==> src/rtl/bt_frame_parser_p.sv <==
// ============================================================================
// Module   : bt_frame_parser_p
// Purpose  : Decodes tagged ASCII frames from a UART byte stream into
//            per-field ASCII digit slots. Optional BT_PARSER_CHECKSUM_EN adds
//            a trailing XOR checksum byte.
// Revision : 1.0 - initial parametrised release
// ============================================================================
`default_nettype none

module bt_frame_parser_p #(
    parameter int                NF          = 4,
    parameter int                MAXD        = 6,
    parameter logic [NF*8-1:0]   TAGS        = "AEHI",
    parameter logic [NF*4-1:0]   DIGITS      = 16'h3361,
    parameter int                TIMEOUT_CYC = 5_000_000
) (
    input  logic                   clk,
    input  logic                   rst_n,
    input  logic                   rx_done_tick,
    input  logic [7:0]             rx_data,
    output logic [NF*MAXD*8-1:0]   fields_o,
    output logic                   frame_valid,
    output logic                   frame_err,
    output logic [2:0]             err_code,
    output logic [7:0]             err_count,
    output logic                   busy
);

    localparam int              SW   = MAXD * 8;
    localparam int              IW   = (NF > 1) ? $clog2(NF) : 1;
    localparam logic [SW-1:0]   FILL = {MAXD{8'h30}};

    typedef enum logic [2:0] {
        S_IDLE       = 3'd0,
        S_FIELD_DATA = 3'd1,
        S_FIELD_TAG  = 3'd2,
`ifdef BT_PARSER_CHECKSUM_EN
        S_CHK        = 3'd3,
`endif
        S_COMMIT     = 3'd4
    } state_t;

    state_t             state_q, state_d;
    logic [IW-1:0]      idx_q, idx_d;
    logic [3:0]         dcnt_q, dcnt_d;
    logic [SW-1:0]      shadow_q [NF];
    logic [SW-1:0]      shadow_d [NF];
    logic [NF*SW-1:0]   fields_q, fields_d;
    logic               valid_q, valid_d;
    logic               err_q, err_d;
    logic [2:0]         code_q, code_d;
    logic [7:0]         ecnt_q, ecnt_d;
`ifdef BT_PARSER_CHECKSUM_EN
    logic [7:0]         xor_q, xor_d;
`endif

    logic [7:0]         tag_w    [NF];
    logic [3:0]         digits_w [NF];
    logic               w_active;
    logic               w_timeout;
    logic               w_is_digit;
    logic               w_idle_rules;
    logic               w_abort;
    logic [2:0]         w_abort_code;

    // Field 0 lives in the most-significant byte/nibble of the tables.
    for (genvar g = 0; g < NF; g++) begin : g_tab
        assign tag_w[g]    = TAGS[(NF-1-g)*8 +: 8];
        assign digits_w[g] = DIGITS[(NF-1-g)*4 +: 4];
    end

`ifdef BT_PARSER_CHECKSUM_EN
    assign w_active = (state_q == S_FIELD_DATA) || (state_q == S_FIELD_TAG) ||
                      (state_q == S_CHK);
`else
    assign w_active = (state_q == S_FIELD_DATA) || (state_q == S_FIELD_TAG);
`endif

    assign w_is_digit = (rx_data >= 8'h30) && (rx_data <= 8'h39);

    if (TIMEOUT_CYC > 0) begin : g_tmo
        localparam int CW = $clog2(TIMEOUT_CYC + 1);
        logic [CW-1:0] cnt_q;

        always_ff @(posedge clk or negedge rst_n) begin
            if (!rst_n) begin
                cnt_q <= '0;
            end else if (rx_done_tick || !w_active) begin
                cnt_q <= '0;
            end else begin
                cnt_q <= cnt_q + 1'b1;
            end
        end

        assign w_timeout = w_active && (cnt_q == CW'(TIMEOUT_CYC));
    end else begin : g_no_tmo
        assign w_timeout = 1'b0;
    end

    always_comb begin
        state_d      = state_q;
        idx_d        = idx_q;
        dcnt_d       = dcnt_q;
        shadow_d     = shadow_q;
        fields_d     = fields_q;
        valid_d      = 1'b0;
        err_d        = 1'b0;
        code_d       = code_q;
        ecnt_d       = ecnt_q;
`ifdef BT_PARSER_CHECKSUM_EN
        xor_d        = xor_q;
`endif
        w_idle_rules = 1'b0;
        w_abort      = 1'b0;
        w_abort_code = 3'd0;

        case (state_q)
            S_IDLE: begin
                w_idle_rules = 1'b1;
            end

            S_COMMIT: begin
                for (int k = 0; k < NF; k++) begin
                    fields_d[k*SW +: SW] = shadow_q[k];
                end
                valid_d      = 1'b1;
                w_idle_rules = 1'b1;
            end

            S_FIELD_DATA: begin
                if (w_timeout) begin
                    w_abort      = 1'b1;
                    w_abort_code = 3'd3;
                    w_idle_rules = 1'b1;
                end else if (rx_done_tick) begin
                    if (w_is_digit) begin
                        shadow_d[idx_q] = (shadow_q[idx_q] << 8) | SW'(rx_data);
                        dcnt_d          = dcnt_q + 4'd1;
`ifdef BT_PARSER_CHECKSUM_EN
                        xor_d           = xor_q ^ rx_data;
`endif
                        if (dcnt_q + 4'd1 == digits_w[idx_q]) begin
                            dcnt_d = 4'd0;
                            if (idx_q == IW'(NF - 1)) begin
`ifdef BT_PARSER_CHECKSUM_EN
                                state_d = S_CHK;
`else
                                state_d = S_COMMIT;
`endif
                            end else begin
                                idx_d   = idx_q + 1'b1;
                                state_d = S_FIELD_TAG;
                            end
                        end
                    end else begin
                        w_abort      = 1'b1;
                        w_abort_code = 3'd2;
                        w_idle_rules = 1'b1;
                    end
                end
            end

            S_FIELD_TAG: begin
                if (w_timeout) begin
                    w_abort      = 1'b1;
                    w_abort_code = 3'd3;
                    w_idle_rules = 1'b1;
                end else if (rx_done_tick) begin
                    if (rx_data == tag_w[idx_q]) begin
                        state_d = S_FIELD_DATA;
`ifdef BT_PARSER_CHECKSUM_EN
                        xor_d   = xor_q ^ rx_data;
`endif
                    end else begin
                        w_abort      = 1'b1;
                        w_abort_code = 3'd1;
                        w_idle_rules = 1'b1;
                    end
                end
            end

`ifdef BT_PARSER_CHECKSUM_EN
            S_CHK: begin
                if (w_timeout) begin
                    w_abort      = 1'b1;
                    w_abort_code = 3'd3;
                    w_idle_rules = 1'b1;
                end else if (rx_done_tick) begin
                    if (rx_data == xor_q) begin
                        state_d = S_COMMIT;
                    end else begin
                        w_abort      = 1'b1;
                        w_abort_code = 3'd4;
                        w_idle_rules = 1'b1;
                    end
                end
            end
`endif

            default: begin
                state_d = S_IDLE;
            end
        endcase

        if (w_abort) begin
            err_d  = 1'b1;
            code_d = w_abort_code;
            if (ecnt_q != 8'hFF) begin
                ecnt_d = ecnt_q + 8'd1;
            end
        end

        // Idle rules also cover the resync byte of an abort and a tick landing in COMMIT.
        if (w_idle_rules) begin
            state_d = S_IDLE;
            if (rx_done_tick && (rx_data == tag_w[0])) begin
                state_d = S_FIELD_DATA;
                idx_d   = '0;
                dcnt_d  = 4'd0;
                for (int k = 0; k < NF; k++) begin
                    shadow_d[k] = FILL;
                end
`ifdef BT_PARSER_CHECKSUM_EN
                xor_d   = rx_data;
`endif
            end
        end
    end

    always_ff @(posedge clk or negedge rst_n) begin
        if (!rst_n) begin
            state_q  <= S_IDLE;
            idx_q    <= '0;
            dcnt_q   <= 4'd0;
            fields_q <= {NF{FILL}};
            valid_q  <= 1'b0;
            err_q    <= 1'b0;
            code_q   <= 3'd0;
            ecnt_q   <= 8'd0;
            for (int k = 0; k < NF; k++) begin
                shadow_q[k] <= FILL;
            end
`ifdef BT_PARSER_CHECKSUM_EN
            xor_q    <= 8'd0;
`endif
        end else begin
            state_q  <= state_d;
            idx_q    <= idx_d;
            dcnt_q   <= dcnt_d;
            fields_q <= fields_d;
            valid_q  <= valid_d;
            err_q    <= err_d;
            code_q   <= code_d;
            ecnt_q   <= ecnt_d;
            shadow_q <= shadow_d;
`ifdef BT_PARSER_CHECKSUM_EN
            xor_q    <= xor_d;
`endif
        end
    end

    assign fields_o    = fields_q;
    assign frame_valid = valid_q;
    assign frame_err   = err_q;
    assign err_code    = code_q;
    assign err_count   = ecnt_q;
    assign busy        = (state_q != S_IDLE);

endmodule

`default_nettype wire

==> config.mk <==
export PLATFORM = sky130hd
export DESIGN_NAME = bt_frame_parser_p
export DESIGN_NICKNAME = d
export VERILOG_FILES = /design/src/rtl/bt_frame_parser_p.sv
export SDC_FILE = /design/constraint.sdc
export NUM_CORES = 1
export LEC_CHECK = 0
export ABC_CLOCK_PERIOD_IN_PS = 3300
export CAP_MARGIN = 20
export CORE_ASPECT_RATIO = 1.4
export CORE_UTILIZATION = 29
export CTS_BUF_LIST = sky130_fd_sc_hd__clkbuf_8
export DETAILED_ROUTE_END_ITERATION = 8
export PLACE_DENSITY = 0.58
export SLEW_MARGIN = 20
export SYNTH_ARGS = -nofsm -noshare
export SYNTH_HDL_FRONTEND = slang
export SYNTH_SLANG_ARGS = --single-unit
==> constraint.sdc <==
create_clock -name clk -period 3.3 [get_ports clk]
set_clock_uncertainty 0.15 [all_clocks]
set_input_delay 0.495 -clock clk [delete_from_list [all_inputs] [get_ports clk]]
set_output_delay 0.495 -clock clk [all_outputs]
set_load 0.05 [all_outputs]
After elaboration in Yosys (flattened, before gate mapping)
Index checks and enable logic that the tools add are counted.
{"block": "word_totals", "mem_count": 0, "inputBits": 11, "latchBits": 0, "register_bits": 429, "ramBits": 0, "romBits": 0}
{"block": "op_classes", "n_reduce_logical": 12, "muxes": 62, "multipliers": 0, "n_div": 0, "shifts": 0, "n_addsub": 4, "n_eq_ne": 17, "n_lt_le_gt_ge": 4, "bitwise_logic": 2}
{"operator": "192-bit 2-to-1 mux", "n": 6}
{"operator": "192-bit bitwise mux", "n": 1}
{"operator": "48-bit binary-select mux with 2-bit select", "n": 1}
{"operator": "48-bit demux with 2-bit select", "n": 1}
{"operator": "40-bit 2-to-1 mux", "n": 2}
{"operator": "48-bit 2-to-1 mux", "n": 1}
{"operator": "48-bit by 8-bit bitwise OR with 48-bit output", "n": 1}
{"operator": "4-bit 2-to-1 mux", "n": 9}
{"operator": "3-bit 2-to-1 mux", "n": 9}
{"operator": "2-bit 2-to-1 mux", "n": 12}
{"operator": "23-bit by 1-bit adder with 23-bit output, second input constant", "n": 1}
{"operator": "23-bit equality test, second input constant", "n": 1}
{"operator": "23-bit 2-to-1 mux", "n": 1}
{"operator": "8-bit binary-select mux with 2-bit select", "n": 1}
{"operator": "8-bit 2-to-1 mux", "n": 2}
{"operator": "3-bit inequality test, second input constant", "n": 5}
{"operator": "1-bit 2-to-1 mux", "n": 11}
{"operator": "3-bit one-hot mux with 3 select lines", "n": 1}
{"operator": "8-bit by 1-bit adder with 8-bit output, second input constant", "n": 1}
{"operator": "4-bit binary-select mux with 2-bit select", "n": 1}
{"operator": "8-bit by 7-bit equality test with 1-bit output, second input constant", "n": 1}
{"operator": "8-bit equality test", "n": 1}
{"operator": "8-bit by 6-bit greater-or-equal comparator with 1-bit output, second input constant", "n": 1}
{"operator": "8-bit by 6-bit less-or-equal comparator with 1-bit output, second input constant", "n": 1}
{"operator": "other kinds (24)", "n": 29}

Logic depth before layout (Yosys ltp)
{"block": "depth", "depth_word": 12, "depth_mapped": 10, "ltp_nobuf": 8}

Worst setup path before layout
Ideal clock, no wire load.
{"block": "synth_timing", "path_kind": "input to register", "from": "input port rx_data[2]", "to": "register shadow_q[101] in the netlist's numbering", "required_ns": 3.062, "stages": 8, "t_arrival_ns": 2.384, "path_buffers": 2, "path_slack_ns": 0.678, "path_cell_list": "buf_4 -> inv_1 -> or4_4 -> a221oi_4 -> o21ai_2 -> o2111a_1 -> buf_2 -> or3_1"}
{"element": "from (decl)", "line": "20", "text": "input logic [7:0] rx_data,"}
{"element": "to (signal assigned)", "line": "255", "text": "shadow_q <= shadow_d;"}
{"element": "to (decl)", "line": "46", "text": "logic [SW-1:0] shadow_q [NF];"}

==> results.toml <==
[pwr]
power_density_nw_per_um2 = 467
leakage_nw = 9.92
p_total_w = 0.0107
peakVddDrop_mv = 0.281

[floorplan]
die_height_um = 296
start_util_pct = 29.3
die_w_um = 212
rows = 107
io_pins = 217
fp.dieArea_um2 = 62700
core_area_um2 = 60900

[final_layout]
instances_no_fill = 2618
drive_above_1_share_pct = 28.2
final_nets = 1761
fin_area_um2 = 22900
area_delta_synth_final_pct = 28.1

[yosys]
ys.flop_type = "dfrtp_1"
yosysTopAreaCellShare_pct = 46.5
async_flop_share_pct = 100
seq_area_frac_synth_pct = 60.6
avgSynthCellArea_um2 = 11.9
syn_inst = 1503
syn_area_um2 = 17900
ys_types = 55
synth_top_cells_by_area = "dfrtp_1 46%, dfstp_2 14%, mux2_2 12%, nand2_1 7.7%, mux4_2 5.0%"
synth.largest_area_cell = "dfrtp_1"
synth_top_family_by_area = "multiplexers"
synthSimpleGateAreaFrac_pct = 13.0
synth_compound_area_share_pct = 5.07
synth_most_common_cell = "nand2_1"
synth_xor_area_share_pct = 1.32
synth.ff_latch_count = 428
synth_edf_count = 0
synthTopCellsByCount = "367 x nand2_1, 332 x dfrtp_1, 193 x mux2_2, 144 x a21oi_1, 96 x dfstp_2"
synth_fp_nets = 1518
yosys-mux-area-fraction_pct = 17.3
yosys.area_share.adder_pct = 0.280
yosysWarningCount = 0

[timing]
fmaxAchievable_mhz = 341
fin_hold_ws_ps = 273
slew_headroom_pct = 50.4
setup_viol = 0
worst_pin_slew_ps = 744
fin_crit_ps = 2930
grt_setup_unrepaired = "false"
fin_crit_sh_pct = 88.9
drv_slew = 0
setup_tns_ps = 0
hold_viol_final = 0

[clocking]
post-cts-setup-buffers = 0
cts_tree = "built"
clock_path_buffers = 3
clk_pin_slew_ps = 60
htreeDepth = 3
numCtsBuffers = 71
cts_resized = 0
clock-root-buffer = "clkbuf_8"
worst_skew_pair.late_latency_ps = 610
cts.sink_count = 428

[placed_design]
dp.cells = 2489
dp_hpwl_um = 33100
gp_congestion = 0.765
numPortBuffers = 215
postPlaceCellArea_um2 = 21400

[worst_setup_path]
end_kind = "register"
arrival_ps = 3300
r2r_cells = 7
crit_chain = "nand2b_1 -> or4_4 -> a221oi_4 -> o21ai_2 -> o2111a_4 -> buf_12 -> a21oi_1"
r2r-start = "idx_q[1]"
cpPeakStageDelay_ps = 560
worst-setup-path-type = "reg2reg"
reg2reg_to = "shadow_q[134]"
cp.required_ps = 3670
cp_max_fo = 40
critPathSlowestCell = "dfrtp_4"
reg2reg_slack_ps = 370
start_kind = "register"

[detailed_routing]
via_per_inst = 4.78
vias = 12500
ant_nets = 0
drc = 0
wl_per_cell_um = 19.6
finalWirelength_um = 51400
first_iter_violations = 767
drt-pass1-iter-count = 8

[global_routing]
grt_pass1_wl_um = 79600
grt_max_degree = 76
antenna_found_initial = 1
grt_use_total_pct = 16.7
grt_overflow_total = 0
grt_pass1_vias = 12900

[min_path]
hp-class = "in2async"

[status]
status = "finished clean"

[flow_run]
maxCapViolations = 0
[state kept, by name, indices dropped and copies added (netlist names)]
name	cells
err_count	8
idx_q	2
fields_o	192
err_code	2
frame_valid	1
state_q	3
frame_err	1
dcnt_q	4
shadow_q	192
g_tmo.cnt_q	23
[layout by cell type, fill, tap and decap left out, types with 7 or more instances in the layout]
cell / synthesis / final
buf_4: 2 / 27
mux4_2: 40 / 40
nand3_1: 51 / 51
xnor2_1: 19 / 19
nand4_1: 7 / 7
clkinv_2: 0 / 8
dfrtp_1: 332 / 330
a21oi_1: 144 / 144
clkbuf_8: 0 / 93
xor2_1: 8 / 8
mux2_2: 193 / 193
clkdlybuf4s50_1: 0 / 214
inv_1: 9 / 29
nand2_1: 367 / 367
or3_1: 14 / 13
o21ai_0: 7 / 7
and3_1: 16 / 16
buf_12: 0 / 24
dfstp_2: 96 / 96
nor2_1: 38 / 36
[stage by stage]
step / util (%) / worst slack [ps]
after floorplan: - / 678
after global placement: 35.1 / 183
after detailed placement: 35.1 / 84.1
after CTS: 37.6 / 370
after global routing: 37.6 / 183
final: 37.6 / 366
[layout make-up]
cell class / count / area, um^2
flip-flops and latches: 428 / 10800
multi-input cells: 969 / 6670
well taps: 817 / 1020
clock inverters: 34 / 208
inverters: 9 / 33.8
diodes: 1 / 2.50
fillers: 5884 / 38000
clock buffers: 93 / 1280
repair buffers: 267 / 2850
[repair_timing]
action | in CTS | in global routing
hold endpoints to repair | 60 | 0
endpoints found under the setup margin | 0 | 0
hold buffers | 1 | 0
[how the worst max path moves through the flow]
| stage | start | end | slack (ps) | cells past startpoint |
|---|---|---|---|---|
| after floorplan | rx_data[2] | shadow_q[101] | 680 | 8 |
| after global placement | rx_data[2] | shadow_q[174] | 180 | 8 |
| after detailed placement | rx_data[3] | shadow_q[184] | 80 | 7 |
| after CTS | idx_q[1] | shadow_q[175] | 370 | 7 |
| after global routing | g_tmo.cnt_q[0] | shadow_q[62] | 180 | 9 |
| final | idx_q[1] | shadow_q[134] | 370 | 7 |
[kinds of logic (layout without fill, tap and decap cells)]
kind of cell,count (synthesis),count (layout)
simple gates,535,535
flops,428,428
mux,234,234
compound gates,168,168
buf+inv,106,403
xor+xnor,27,27
fa+ha+maj,4,4
other cells,1,2
[critical path, delay by kind of cell, from the launching register on]
family	cells	cell delay (ps)
flip-flops	1	560
buffers and inverters	1	240
AND/OR/NAND/NOR	2	760
AO/OA/AOI/OAI	4	1080
[where the power goes]
group          internal, W  leakage, nW  switching [W]
Combinational     0.000140         3.46       0.000287
Clock              0.00268        0.844        0.00214
Sequential         0.00537         5.62      0.0000753
[routing by layer]
layer	vias to the layer above	wire [um]	GRT usage (%)	part of all wire (%)
met5	-	0	0	0
met4	0	1350	6.54	2.6
met3	66	2870	3.63	5.6
met2	358	25000	27.0	49
met1	6447	22200	21.8	43
li1	5656	-	-	-
(Power assumes the default switching activity.)
==> RTL edit 1: new RTL, same settings <==
`MAXD`: 6 -> 12.
--- a/src/rtl/bt_frame_parser_p.sv
+++ b/src/rtl/bt_frame_parser_p.sv
@@ -10,5 +10,5 @@
 module bt_frame_parser_p #(
     parameter int                NF          = 4,
-    parameter int                MAXD        = 6,
+    parameter int                MAXD        = 12,
     parameter logic [NF*8-1:0]   TAGS        = "AEHI",
     parameter logic [NF*4-1:0]   DIGITS      = 16'h3361,
Interface: changed (resized fields_o); port bits go from 217 to 409. The function was not compared with the original's and may differ.
==> RTL edit 1 against the original RTL <==
Total power rose by 96%. First-iteration DRC count rose by 100%. Sequential power rose by 89%. Routed wire length rose by 110%. Critical path depth fell by 5. Synthesized area rose by 89%. Setup slack got worse by 0.15 ns. Sequential cell count rose by 384. Synthesized cell count rose by 87%. Combinational power rose by 100%. Worst hold slack got worse by 0.098 ns. Final area rose by 90%.
==> RTL edit 1: results (changes against the original RTL) <==
[setup_path]
cp_top_family=buffers and inverters
critical_path.max_fanout=8  ; -80%
critical_path.reg2reg.startpoint=g_tmo.cnt_q[1]$_DFF_PN0_
critical-path-slowest-cell=clkdlybuf4s50_1
rr_worst_depth=11  ; +4
worst-endpoint-arrival_ns=2.44  ; -0.86 ns
critical-path-max-stage-delay_ns=0.73  ; +0.17 ns
setup.reg_to_reg.worst_slack_ns=0.31  ; -0.06 ns

[power]
p_leak_nw=19.1  ; +93%
swShare_pct=23.9  ; +0.52 points
vdd.ir_drop.worst_mv=0.367  ; +30%

[layout]
layout-drive-gt1-share_pct=30.0  ; +1.9 points
stdcell_count=4888  ; +87%
finish.net_count=3300  ; +87%
nFillCells=11055  ; +88%

[timing]
tightest_slew_ns=0.910  ; +0.166 ns
worst_hold_slack_ns=0.175  ; -0.0981 ns

[synth]
post_synth_mux_area_share_pct=18.7  ; +1.4 points
dominantRegCellSynth=dfrtp_1
post_synth_fa_ha_maj_area_fraction_pct=0.148  ; -0.13 points
cell_types_occupying_the_most_area_after_synthesis=dfrtp_1, dfstp_2, mux2_2, nand2_1, mux4_2
synthesis.instances=2809  ; +87%
synth.yosys.seq_area_share_pct=60.8  ; +0.18 points
xor_xnor_cell_area_share_of_the_yosys_netlist_pct=0.751  ; -0.57 points
synth.cells.most_frequent=nand2_1, dfrtp_1, mux2_2, a21oi_1, dfstp_2
synth_area_in_compound_gates_pct=4.87  ; -0.21 points
ys_types=60  ; +9.1%

[place]
preCtsSetupSlack_ns=0.172  ; +0.0875 ns
dpl.cell_count=4636  ; +86%
dp_hpwl_um=72100  ; +120%
place.gp.congestion=0.809  ; +5.7%
port_buffers=407  ; +89%

[detailed_routing]
detail_route.iter0.violations=1568  ; +100%
detail_route.wl_per_cell_um=22.1  ; +13%
dr_vias=23687  ; +89%
detail_route.first_pass.iterations=5  ; -3

[run_status]
run_status=complete, no violations

[global_route]
grt-ovfl-total=0  ; unchanged
track_usage_pct=18.4  ; +1.6 points
number_of_global_route_vias_before_repair=24659  ; +91%
grt_max_degree=115  ; +51%
first_pass_grt_wire_length_um=162000  ; +100%

[cts]
skew_pair_late_insertion_delay_ns=0.84  ; +0.23 ns
cts_made_buffers=136  ; +92%
cts.htree.levels=4  ; +1

[RTL edit 1: cell type report]
class                           count  area (um^2)  share of cell area, %
Timing Repair Buffer              538         5750                   13.2
Clock buffer                      174         2390                   5.49
Multi-Input combinational cell   1789        12400                   28.4
Antenna cell                        1         2.50                0.00574
Tap cell                         1490         1860                   4.28
Clock inverter                     76          608                   1.39
Inverter                            8         30.0                 0.0689
Sequential cell                   812        20600                   47.2
[RTL edit 1: what timing repair did]
item                       CTS  global route
setup endpoints to repair    0            22
hold buffers                 1             0
hold endpoints to repair    42             0
gates resized for setup      0             1
[RTL edit 1: power groups by stage]
stage	clock [mW]	sequential (mW)	combinational, mW
after floorplan	0	10.5	0.324
after global placement	0	10.5	0.870
after detailed placement	0	10.5	0.879
after CTS	10.1	10.3	0.882
after global routing	10.5	10.3	0.949
final	9.79	10.3	0.862
[RTL edit 1: how the worst max path moves through the flow]
stage	from	to	slack [ns]	cells past startpoint
2_1_floorplan	dcnt_q[0]$_DFF_PN0_	idx_q[0]$_DFF_PN0_	0.77	7
3_3_place_gp	rx_data[0]	shadow_q[101]$_DFF_PN1_	0.19	8
3_5_place_dp	rx_data[0]	shadow_q[375]$_DFF_PN0_	0.17	9
4_1_cts	state_q[1]$_DFFE_PN0P_	busy	0.09	2
5_1_grt	g_tmo.cnt_q[1]$_DFF_PN0_	shadow_q[375]$_DFF_PN0_	0.08	11
6_report	state_q[1]$_DFFE_PN0P_	busy	0.21	2
[RTL edit 1: per-layer routing]
metal  GRT usage (%)  part of all wire, %  up-vias
li1                -                    -    10623
met1            22.5                   41    12145
met2            30.7                   49      740
met3            4.25                  6.0      179
met4            8.53                  3.8        0
met5               0                    0        -
==> RTL edit 2: new RTL, same settings <==
Made on the original files. Reset style: synchronous (`rst_n`), changed in 2 clocked blocks.
--- a/src/rtl/bt_frame_parser_p.sv
+++ b/src/rtl/bt_frame_parser_p.sv
@@ -83,5 +83,5 @@
         logic [CW-1:0] cnt_q;
 
-        always_ff @(posedge clk or negedge rst_n) begin
+        always_ff @(posedge clk) begin
             if (!rst_n) begin
                 cnt_q <= '0;
@@ -228,5 +228,5 @@
     end
 
-    always_ff @(posedge clk or negedge rst_n) begin
+    always_ff @(posedge clk) begin
         if (!rst_n) begin
             state_q  <= S_IDLE;
Function: not settled (the Yosys comparison gave no result); the edit may change what the design does.
==> RTL edit 2 against the original RTL <==
Final area decreased by 9.3%. Routed wire length decreased by 7.8%. Setup slack got worse by 0.033 ns. Sequential cell count unchanged. Die area decreased by 8.6%. First-iteration DRC count decreased by 6.6%. Critical path depth decreased by 4. Sequential share of layout area decreased by 6.0 points. Final cell count increased by 11%. Synthesized area decreased by 8.7%. Highest routed layer unchanged.
Power is not compared: it rests on default switching activity, and its combinational part moved more than twofold at a synthesized area within 25%.
==> RTL edit 2: results (changes against the original RTL) <==
[run_status]
run_status=complete, no violations

[synth]
ys_types=58  ; +5.5%
synth.avg_cell_area_um2=8.31  ; -30%
synth.cells.most_frequent=nand2_1, dfxtp_1, a21oi_1, clkbuf_1, nand3_1
cell_types_occupying_the_most_area_after_synthesis=dfxtp_1, nand2_1, a21oi_1, nand4b_1, clkbuf_1
synthesized_nets=1980  ; +30%
synth.yosys.seq_area_share_pct=52.5  ; -8.1 points

[detailed_routing]
detail_route.wl_per_cell_um=16.3  ; -17%
dr_vias=14306  ; +14%
drt_wl_total_um=47400  ; -7.8%
detail_route.first_pass.iterations=7  ; -1

[layout]
layout-drive-gt1-share_pct=8.59  ; -20 points
finish.net_count=2142  ; +22%
final_core_util_pct=37.4  ; -0.17 points

[setup_path]
critical-path-max-stage-delay_ns=0.86  ; +0.30 ns
critical-path-slowest-cell=clkdlybuf4s50_1
critical_path.max_fanout=11  ; -73%

[global_route]
grt_max_degree=105  ; +38%
track_usage_pct=16.4  ; -0.33 points

[place]
preCtsSetupSlack_ns=0.0608  ; -0.0233 ns
place.gp.congestion=0.820  ; +7.1%
dp_hpwl_um=30600  ; -7.5%
dpl.cell_count=2782  ; +12%

[cts]
skew_pair_late_insertion_delay_ns=0.66  ; +0.05 ns

[worst_hold_path]
worst_hold_path_type=primary input to flip-flop

==> RTL edit 2: cell types whose count changed after synthesis, sizes merged, moves of 26 or more <==
cell    unedited run  this run
nand4              7        48
nand4b             1        81
mux2             193         0
nor2              38        64
mux4              40         0
or4b               1        31
a21oi            144       288
nand2            367       565
dfstp             96         0
nand3             51        94
dfxtp              0       428
clkbuf            59       135
dfrtp            332         0
==> RTL edit 2: cells by family after synthesis <==
logic type                 Yosys count  share of synthesized area, %
and+or+nand+nor                    967                          29.0
DFF                                428                          52.5
AOI/OAI and AO/OA                  334                          11.1
buffers and inverters              187                          4.67
xor gates and xnor gates            25                          1.34
muxes                               19                          1.16
adders and majority gates            4                         0.306
other                                1                        0.0230
==> RTL edit 2: cell type report <==
cell class                 count  area [um^2]
timing repair buffer         264         2720
sequential                   428         8580
inverter                      12         47.5
antenna                        1         2.50
tap                          728          911
multi-input combinational   1350         7040
clock buffer                  90         1240
clock inverter                32          245
fill                        5705        34700
==> RTL edit 2: per-layer routing <==
| layer | track usage [%] | part of all wire [%] | wire length [um] | vias up |
|---|---|---|---|---|
| li1 | - | - | - | 7043 |
| met1 | 20.0 | 42 | 20000 | 6836 |
| met2 | 27.8 | 50 | 23600 | 359 |
| met3 | 3.47 | 5.2 | 2450 | 68 |
| met4 | 7.09 | 2.8 | 1320 | 0 |
| met5 | 0 | 0 | 0 | - |
==> RTL edit 2: path summary, 6_finish.rpt <==
check	slack, ns	end	depth (start not counted)	from
max	0.33	busy	3	state_q[1]$_SDFFE_PN0P_
min	0.10	err_count[5]$_SDFFE_PN0P_	3	rst_n
max reg2reg	0.44	shadow_q[5]$_SDFF_PN1_	6	g_tmo.cnt_q[6]$_SDFF_PP0_
min reg2reg	0.29	fields_o[95]$_SDFFE_PN0P_	2	shadow_q[143]$_SDFF_PN0_
==> RTL edit 2: where the power goes <==
part	switching [mW]	internal (mW)	total (mW)
clock network	2.13	2.76	4.89
registers	0.000126	5.17	5.17
logic	0.114	0.0404	0.154
total	2.25	7.96	10.2
==> RTL edit 2: critical path: cells and delay by family, from the launching register on <==
family	cells	cell delay (ns)
buffers and inverters	1	0.86
and+or+nand+nor	2	0.26
DFF	1	0.54
